**src/rtl/svm_dwell_time_gen.sv**
```systemverilog
// SVPWM dwell-time generator: phase/amplitude -> sector, LUT angles and T1/T2/T0 per carrier period.
// Optional minimum-pulse stage between LIMIT and OUT is enabled by defining SVM_MIN_PULSE_EN.
module svm_dwell_time_gen #(
  parameter int unsigned PERIOD      = 8000,
  parameter int unsigned PHASE_STEPS = 5760,
  parameter int unsigned MIN_PULSE   = 100,
  parameter int unsigned LUT_LAT     = 1,
  parameter int unsigned T_W         = 14
) (
  input  logic           clk,
  input  logic           rst,
  input  logic           enable,
  input  logic           carrier_stb,
  input  logic [15:0]    amplitude,
  input  logic [15:0]    phase,
  output logic           lut_req,
  output logic [9:0]     lut_addr_t1,
  output logic [9:0]     lut_addr_t2,
  input  logic [15:0]    lut_sin_t1,
  input  logic [15:0]    lut_sin_t2,
  output logic [2:0]     sector,
  output logic           sub_half,
  output logic [T_W-1:0] T1,
  output logic [T_W-1:0] T2,
  output logic [T_W-1:0] T0,
  output logic           valid,
  output logic           busy,
  output logic           ovm
);

  localparam int unsigned SectorSteps = PHASE_STEPS / 6;
  localparam logic [1:0]  LutLastCnt  = 2'(LUT_LAT - 1);

  typedef enum logic [2:0] {StIdle, StSect, StLut, StMult, StLimit, StMinp, StOut} state_e;

`ifdef SVM_MIN_PULSE_EN
  localparam state_e LoadSt = StMinp;
`else
  localparam state_e LoadSt = StLimit;
`endif

  state_e         state_q, state_d;
  logic           armed_q;
  logic [15:0]    amp_q, phase_q;
  logic [1:0]     cnt_q;
  logic           lut_req_q;
  logic [9:0]     addr_t1_q, addr_t2_q;
  logic [2:0]     sect_q;
  logic           half_q;
  logic [16:0]    t1b_q, t2b_q;
  logic [T_W-1:0] t1_q, t2_q, t0_q;
  logic [2:0]     sector_q;
  logic           sub_half_q, ovm_q;

  // FSM next state; a low enable always returns to IDLE
  always_comb begin
    state_d = state_q;
    unique case (state_q)
      StIdle:  if (carrier_stb && armed_q) state_d = StSect;
      StSect:  state_d = StLut;
      StLut:   if (cnt_q == LutLastCnt) state_d = StMult;
      StMult:  state_d = StLimit;
      StLimit: state_d = (LoadSt == StMinp) ? StMinp : StOut;
      StMinp:  state_d = StOut;
      StOut:   state_d = StIdle;
      default: state_d = StIdle;
    endcase
    if (!enable) state_d = StIdle;
  end

  // Sector from a compare chain against multiples of SectorSteps
  logic [2:0]  sect_d;
  logic [15:0] base;
  logic [9:0]  theta;
  always_comb begin
    sect_d = 3'd1;
    base   = '0;
    for (int k = 1; k < 6; k++) begin
      if (phase_q >= 16'(k * SectorSteps)) begin
        sect_d = 3'(k + 1);
        base   = 16'(k * SectorSteps);
      end
    end
    theta = 10'(phase_q - base);
  end

  logic [31:0] prod1, prod2;
  assign prod1 = 32'(amp_q) * 32'(lut_sin_t1);
  assign prod2 = 32'(amp_q) * 32'(lut_sin_t2);

  // Over-modulation limiting: excess d is split between T1 and T2
  logic [17:0]    sum, d_u, dh_u, dl_u;
  logic           d_pos;
  logic [T_W-1:0] lim_t1, lim_t2, lim_t0;
  always_comb begin
    sum   = {1'b0, t1b_q} + {1'b0, t2b_q};
    d_u   = sum - 18'(PERIOD);
    dh_u  = {1'b0, d_u[17:1]};
    dl_u  = d_u - dh_u;
    d_pos = !d_u[17] && (d_u != '0);
    if (d_pos) begin
      lim_t1 = T_W'({1'b0, t1b_q} - dl_u);
      lim_t2 = T_W'({1'b0, t2b_q} - dh_u);
      lim_t0 = '0;
    end else begin
      lim_t1 = T_W'(t1b_q);
      lim_t2 = T_W'(t2b_q);
      lim_t0 = T_W'(18'(PERIOD) - sum);
    end
  end

  logic [T_W-1:0] fin_t1, fin_t2, fin_t0;
  logic           fin_ovm;

`ifdef SVM_MIN_PULSE_EN
  localparam logic [T_W-1:0] MinP = T_W'(MIN_PULSE);
  logic [T_W-1:0] lt1_q, lt2_q, lt0_q;
  logic           lovm_q;

  always_ff @(posedge clk) begin
    if (rst) begin
      lt1_q  <= '0;
      lt2_q  <= '0;
      lt0_q  <= '0;
      lovm_q <= 1'b0;
    end else if (state_q == StLimit) begin
      lt1_q  <= lim_t1;
      lt2_q  <= lim_t2;
      lt0_q  <= lim_t0;
      lovm_q <= d_pos;
    end
  end

  // Unrealisable dwells are folded into neighbours, preserving the period
  always_comb begin
    fin_t1  = lt1_q;
    fin_t2  = lt2_q;
    fin_t0  = lt0_q;
    fin_ovm = lovm_q;
    if (lt1_q < MinP && lt2_q < MinP) begin
      fin_t1 = '0;
      fin_t2 = '0;
      fin_t0 = T_W'(PERIOD);
    end else if (lt0_q < MinP) begin
      fin_t1 = lt1_q + (lt0_q >> 1);
      fin_t2 = lt2_q + (lt0_q - (lt0_q >> 1));
      fin_t0 = '0;
    end else if (lt1_q < MinP) begin
      fin_t2 = lt2_q + (lt1_q >> 1);
      fin_t0 = lt0_q + (lt1_q - (lt1_q >> 1));
      fin_t1 = '0;
    end else if (lt2_q < MinP) begin
      fin_t1 = lt1_q + (lt2_q >> 1);
      fin_t0 = lt0_q + (lt2_q - (lt2_q >> 1));
      fin_t2 = '0;
    end
  end
`else
  always_comb begin
    fin_t1  = lim_t1;
    fin_t2  = lim_t2;
    fin_t0  = lim_t0;
    fin_ovm = d_pos;
  end
`endif

  always_ff @(posedge clk) begin
    if (rst) begin
      state_q <= StIdle;
      armed_q <= 1'b0;
      amp_q   <= '0;
      phase_q <= '0;
      cnt_q   <= '0;
    end else begin
      state_q <= state_d;
      cnt_q   <= (state_q == StLut) ? cnt_q + 2'd1 : '0;
      if (!enable) begin
        armed_q <= 1'b0;
      end else if (state_q == StIdle && carrier_stb) begin
        armed_q <= 1'b1;
        if (amplitude <= 16'(PERIOD))    amp_q   <= amplitude;
        if (phase < 16'(PHASE_STEPS))    phase_q <= phase;
      end
    end
  end

  always_ff @(posedge clk) begin
    if (rst) begin
      lut_req_q  <= 1'b0;
      addr_t1_q  <= '0;
      addr_t2_q  <= '0;
      sect_q     <= '0;
      half_q     <= 1'b0;
      t1b_q      <= '0;
      t2b_q      <= '0;
      t1_q       <= '0;
      t2_q       <= '0;
      t0_q       <= '0;
      sector_q   <= '0;
      sub_half_q <= 1'b0;
      ovm_q      <= 1'b0;
    end else begin
      lut_req_q <= enable && (state_q == StSect);
      if (state_q == StSect) begin
        addr_t1_q <= 10'(SectorSteps) - theta;
        addr_t2_q <= theta;
        sect_q    <= sect_d;
        half_q    <= theta >= 10'(SectorSteps / 2);
      end
      if (state_q == StMult) begin
        t1b_q <= 17'(prod1 >> 15);
        t2b_q <= 17'(prod2 >> 15);
      end
      if (!enable) begin
        t1_q       <= '0;
        t2_q       <= '0;
        t0_q       <= '0;
        sector_q   <= '0;
        sub_half_q <= 1'b0;
        ovm_q      <= 1'b0;
      end else if (state_q == LoadSt) begin
        t1_q       <= fin_t1;
        t2_q       <= fin_t2;
        t0_q       <= fin_t0;
        sector_q   <= sect_q;
        sub_half_q <= half_q;
        ovm_q      <= fin_ovm;
      end
    end
  end

  assign lut_req     = lut_req_q;
  assign lut_addr_t1 = addr_t1_q;
  assign lut_addr_t2 = addr_t2_q;
  assign sector      = sector_q;
  assign sub_half    = sub_half_q;
  assign T1          = t1_q;
  assign T2          = t2_q;
  assign T0          = t0_q;
  assign ovm         = ovm_q;
  assign valid       = (state_q == StOut);
  assign busy        = (state_q != StIdle);

endmodule

```
**config.mk**
```make
export PLATFORM = sky130hd
export DESIGN_NAME = svm_dwell_time_gen
export DESIGN_NICKNAME = d
export VERILOG_FILES = /design/src/rtl/svm_dwell_time_gen.sv
export SDC_FILE = /design/constraint.sdc
export NUM_CORES = 2
export LEC_CHECK = 0
export ABC_AREA = 1
export BUFFER_PORTS_ARGS = -buffer_cell sky130_fd_sc_hd__buf_2
export CORE_AREA = 4 4 209 262
export CTS_CLUSTER_DIAMETER = 80
export DETAILED_ROUTE_END_ITERATION = 8
export DIE_AREA = 0 0 213 266
export GPL_ROUTABILITY_DRIVEN = 0
export PLACE_DENSITY = 0.71
export RECOVER_POWER = 100
export SLEW_MARGIN = 20
export SYNTH_ARGS = -nofsm -noshare
export SYNTH_HDL_FRONTEND = slang
export SYNTH_SLANG_ARGS = --single-unit
```
**constraint.sdc**
```tcl
create_clock -name clk -period 6.4 [get_ports clk]
set_input_delay 1.28 -clock clk [delete_from_list [all_inputs] [get_ports clk]]
set_output_delay 1.28 -clock clk [all_outputs]
set_load 0.01 [all_outputs]
```
==> insert_results.sql <==
INSERT INTO impl_metrics (metric_group, metric, value, unit) VALUES
('run_status', 'result_of_the_run', 'finished with violations', ''),
('run_status', 'violations', 'max-capacitance violations, max-slew violations', ''),
('floorplan', 'design.core.area', '52340', 'um^2'),
('yosys', 'netlist.area_leader.share', '0.3047', ''),
('layout', 'area.growth.synth_to_final', '10.81', '%'),
('yosys', 'post-synth-top-area-cell', 'sky130_fd_sc_hd__fa_1', ''),
('yosys', 'synthTopCellsByArea', 'sky130_fd_sc_hd__fa_1 30%, sky130_fd_sc_hd__inv_1 13%, sky130_fd_sc_hd__nand2_1 13%, sky130_fd_sc_hd__ha_1 12%, sky130_fd_sc_hd__dfxtp_1 11%', ''),
('clock_network', 'cts_made_buffers', '17', ''),
('floorplan', 'rows', '94', ''),
('detailed_routing', 'post_drt_wl_per_cell', '15.50', 'um'),
('detailed_routing', 'vias', '23163', ''),
('clock_network', 'h-tree-depth', '4', ''),
('clock_network', 'clock_latency_reported_for_the_late_side_of_the_worst_skew_pair', '0.43', 'ns'),
('sta', 'finalSetupViolations', '0', ''),
('detailed_routing', 'post_drt_via_cell_ratio', '5.105', ''),
('sta', 'worst_slew_margin_relative_to_its_limit', '-0.1129', ''),
('floorplan', 'die_span_x', '213', 'um'),
('worst_setup_path', 'timing.critical_path.arrival', '6.44', 'ns'),
('yosys', 'post_synth.cell_area_avg', '7.153', 'um^2'),
('min_path', 'worstHoldPathType', 'reg2reg', ''),
('global_routing', 'number_of_antenna_violations_at_the_first_check_in_global_routing', '3', ''),
('pwr', 'vdd_drop_max', '0.0001960', 'V'),
('floorplan', 'fp.dieArea', '56660', 'um^2'),
('yosys', 'syn-num-nets', '4406', ''),
('layout', 'layout_utilization', '0.5578', ''),
('yosys', 'postSynthRegisterBits', '143', ''),
('clock_network', 'clock_path_buffers', '2', ''),
('global_routing', 'grt-ovfl-total', '0', ''),
('placement', 'placed_wire_length_estimate_after_detailed_placement', '57.62', 'mm'),
('sta', 'finalMaxSlewViolations', '70', ''),
('yosys', 'netlist-cell-type-count', '46', ''),
('clock_network', 'clock_sinks', '143', ''),
('global_routing', 'track_usage', '0.2533', ''),
('sta', 'fin_tns_setup', '0', 'ns'),
('placement', 'io_buffers', '137', ''),
('yosys', 'synth_enable_flop_cells', '0', ''),
('clock_network', 'hold_buffers', '0', ''),
('sta', 'fmax', '163.4', 'MHz'),
('worst_setup_path', 'cp_num_buf_inv', '7', ''),
('clock_network', 'tritoncts', 'built', ''),
('worst_setup_path', 'worstSetupEndpointType', 'flop', ''),
('worst_setup_path', 'critPathKind', 'in2reg', ''),
('clock_network', 'cts_root_buf', 'sky130_fd_sc_hd__clkbuf_16', ''),
('sta', 'rsz0062_at_grt', 'yes', ''),
('layout', 'finish.net_count', '4573', ''),
('floorplan', 'dieHeight', '266', 'um'),
('yosys', 'synthesis.area', '26340', 'um^2'),
('detailed_routing', 'drt-pass1-iter-count', '7', ''),
('sta', 'slew_of_the_pin_with_the_lowest_slew_margin', '1.669', 'ns'),
('sta', 'timing.final.ws_setup', '0.2808', 'ns'),
('detailed_routing', 'drcViolationCount', '0', ''),
('worst_setup_path', 'max_stage_delay', '0.53', 'ns'),
('worst_setup_path', 'cp.required', '6.72', 'ns'),
('sta', 'report.final.hold_viol_count', '0', ''),
('sta', 'period_utilization_post_route', '0.9561', ''),
('sta', 'finalWorstPathRequiredPeriod', '6.119', 'ns'),
('global_routing', 'grt_start_max_net_pins', '71', ''),
('yosys', 'yosys_warnings', '0', ''),
('pwr', 'cellLeakagePower', '16.92', 'nW'),
('worst_setup_path', 'timing.critical_path.from_type', 'input pin', ''),
('pwr', 'design_power_total', '2.466', 'mW'),
('pwr', 'power_per_cell_area', '84.48', 'nW/um^2'),
('placement', 'place_worst_setup_slack', '-0.2347', 'ns'),
('worst_setup_path', 'critPathMaxFanout', '12', ''),
('yosys', 'synth_sequential_area_ratio', '0.1087', ''),
('flow_run', 'drv_cap', '3', ''),
('layout', 'post_route_cells_drive_above_1_share', '0.08180', ''),
('floorplan', 'initial_utilization', '0.5033', ''),
('detailed_routing', 'drt-total-wl', '70.32', 'mm'),
('yosys', 'post_synth_arst_share', '0', ''),
('yosys', 'synth_ff_type', 'sky130_fd_sc_hd__dfxtp_1', ''),
('global_routing', 'grt_first_pass_wirelength', '116.2', 'mm'),
('detailed_routing', 'routed_antenna_nets', '0', ''),
('clock_network', 'path_clk_slew', '0.06', 'ns'),
('detailed_routing', 'drt_initial_violations', '1448', ''),
('yosys', 'synth_cells', '3683', ''),
('global_routing', 'grt_pass1_vias', '23862', ''),
('worst_setup_path', 'cp_slowest_cell', 'sky130_fd_sc_hd__fa_1', ''),
('sta', 'finalClockSkew', '0.01552', 'ns'),
('floorplan', 'io-pin-count', '138', ''),
('worst_setup_path', 'critical_path.top_delay_family', 'adder cells', '');
[power by group]
group | total, mW | switching, mW | internal, mW
Sequential | 0.904 | 0.00663 | 0.897
Combinational | 0.562 | 0.343 | 0.219
Clock | 1.00 | 0.400 | 0.600
Total | 2.47 | 0.750 | 1.72
[path summary, 6_finish.rpt]
kind,startpoint,to,slack [ns],depth (start not counted)
setup reg to reg,amp_q[14],t2b_q[15],0.46,22
setup / recovery,lut_sin_t2[4],t2b_q[8],0.28,25
hold / removal,cnt_q[0],cnt_q[0],0.41,1
hold reg to reg,cnt_q[0],cnt_q[0],0.41,1
[flip-flops by register name, indices dropped and copies added (netlist names)]
register	flops
t1b_q	17
t2b_q	17
amp_q	16
phase_q	16
T0	14
T1	14
T2	14
lut_addr_t1	10
lut_addr_t2	9
sect_q	3
sector	3
state_q	3
cnt_q	2
armed_q	1
half_q	1
lut_req	1
ovm	1
sub_half	1
[Yosys cell counts (13+ instances only)]
| cell type | instances |
|---|---|
| sky130_fd_sc_hd__nand2_1 | 900 |
| sky130_fd_sc_hd__dfxtp_1 | 143 |
| sky130_fd_sc_hd__ha_1 | 254 |
| sky130_fd_sc_hd__xor2_1 | 42 |
| sky130_fd_sc_hd__nor2_1 | 195 |
| sky130_fd_sc_hd__nor3_1 | 31 |
| sky130_fd_sc_hd__o21ai_0 | 128 |
| sky130_fd_sc_hd__nand3_1 | 127 |
| sky130_fd_sc_hd__fa_1 | 401 |
| sky130_fd_sc_hd__xnor2_1 | 17 |
| sky130_fd_sc_hd__nand4_1 | 27 |
| sky130_fd_sc_hd__o211ai_1 | 15 |
| sky130_fd_sc_hd__a21oi_1 | 187 |
| sky130_fd_sc_hd__a31oi_1 | 13 |
| sky130_fd_sc_hd__inv_1 | 937 |
| sky130_fd_sc_hd__clkbuf_1 | 157 |
[cell type report]
| type | instances | area [um^2] |
|---|---|---|
| Multi-Input combinational cell | 2430 | 19340 |
| Inverter | 945 | 3547 |
| Clock inverter | 10 | 127.6 |
| Antenna cell | 2 | 5.005 |
| Fill cell | 5015 | 23140 |
| Timing Repair Buffer | 313 | 2002 |
| Sequential cell | 143 | 2863 |
| Tap cell | 672 | 840.8 |
| Clock buffer | 22 | 464.2 |
[metrics by stage]
step / instance area, um^2 / instances / hold slack (ns)
6_report: 29190 / 4537 / 0.4148
5_1_grt: 29190 / 4535 / 0.4266
4_1_cts: 29230 / 4534 / 0.4174
3_5_place_dp: 28640 / 4502 / 0.4081
3_3_place_gp: 28640 / 4502 / 0.4028
2_1_floorplan: 26360 / 3683 / 0.3911
[cells in the final DEF (no fill, tap or decap), types with 9 or more instances in the layout]
master                        n
sky130_fd_sc_hd__inv_1      937
sky130_fd_sc_hd__nand2_1    901
sky130_fd_sc_hd__fa_1       401
sky130_fd_sc_hd__ha_1       253
sky130_fd_sc_hd__nor2_1     193
sky130_fd_sc_hd__a21oi_1    178
sky130_fd_sc_hd__buf_4      167
sky130_fd_sc_hd__dfxtp_1    143
sky130_fd_sc_hd__nand3_1    128
sky130_fd_sc_hd__o21ai_0    123
sky130_fd_sc_hd__clkbuf_1    77
sky130_fd_sc_hd__buf_2       63
sky130_fd_sc_hd__xor2_1      42
sky130_fd_sc_hd__nor3_1      28
sky130_fd_sc_hd__nand4_1     27
sky130_fd_sc_hd__xnor2_1     17
sky130_fd_sc_hd__clkbuf_16   17
sky130_fd_sc_hd__o211ai_1    15
sky130_fd_sc_hd__a31oi_1     12
sky130_fd_sc_hd__a21oi_2     10
sky130_fd_sc_hd__a211oi_1     9
sky130_fd_sc_hd__nand2_2      9
sky130_fd_sc_hd__o21a_1       9
[metal layers]
metal  track usage  up-vias  wire [um]  part of all wire
li1              -    11322          -                 -
met1        0.3074    11057      28010              0.40
met2        0.4593      614      36020              0.51
met3       0.02673      168       3274             0.047
met4       0.09892        2       2996             0.043
met5             0        -         20           0.00028
[cell families after synthesis]
family          share of synthesized area
simple gates                       0.2035
xor+xnor                          0.01962
fa+ha+maj                          0.4254
buf+inv                            0.1595
compound gates                    0.08335
flops                              0.1087
[what timing repair did]
item	4_1_cts	5_1_grt
endpoints found under the hold margin	0	0
setup endpoints to repair	0	17
buffers inserted	0	1
gates resized for setup	0	22
(Power assumes the default switching activity.)
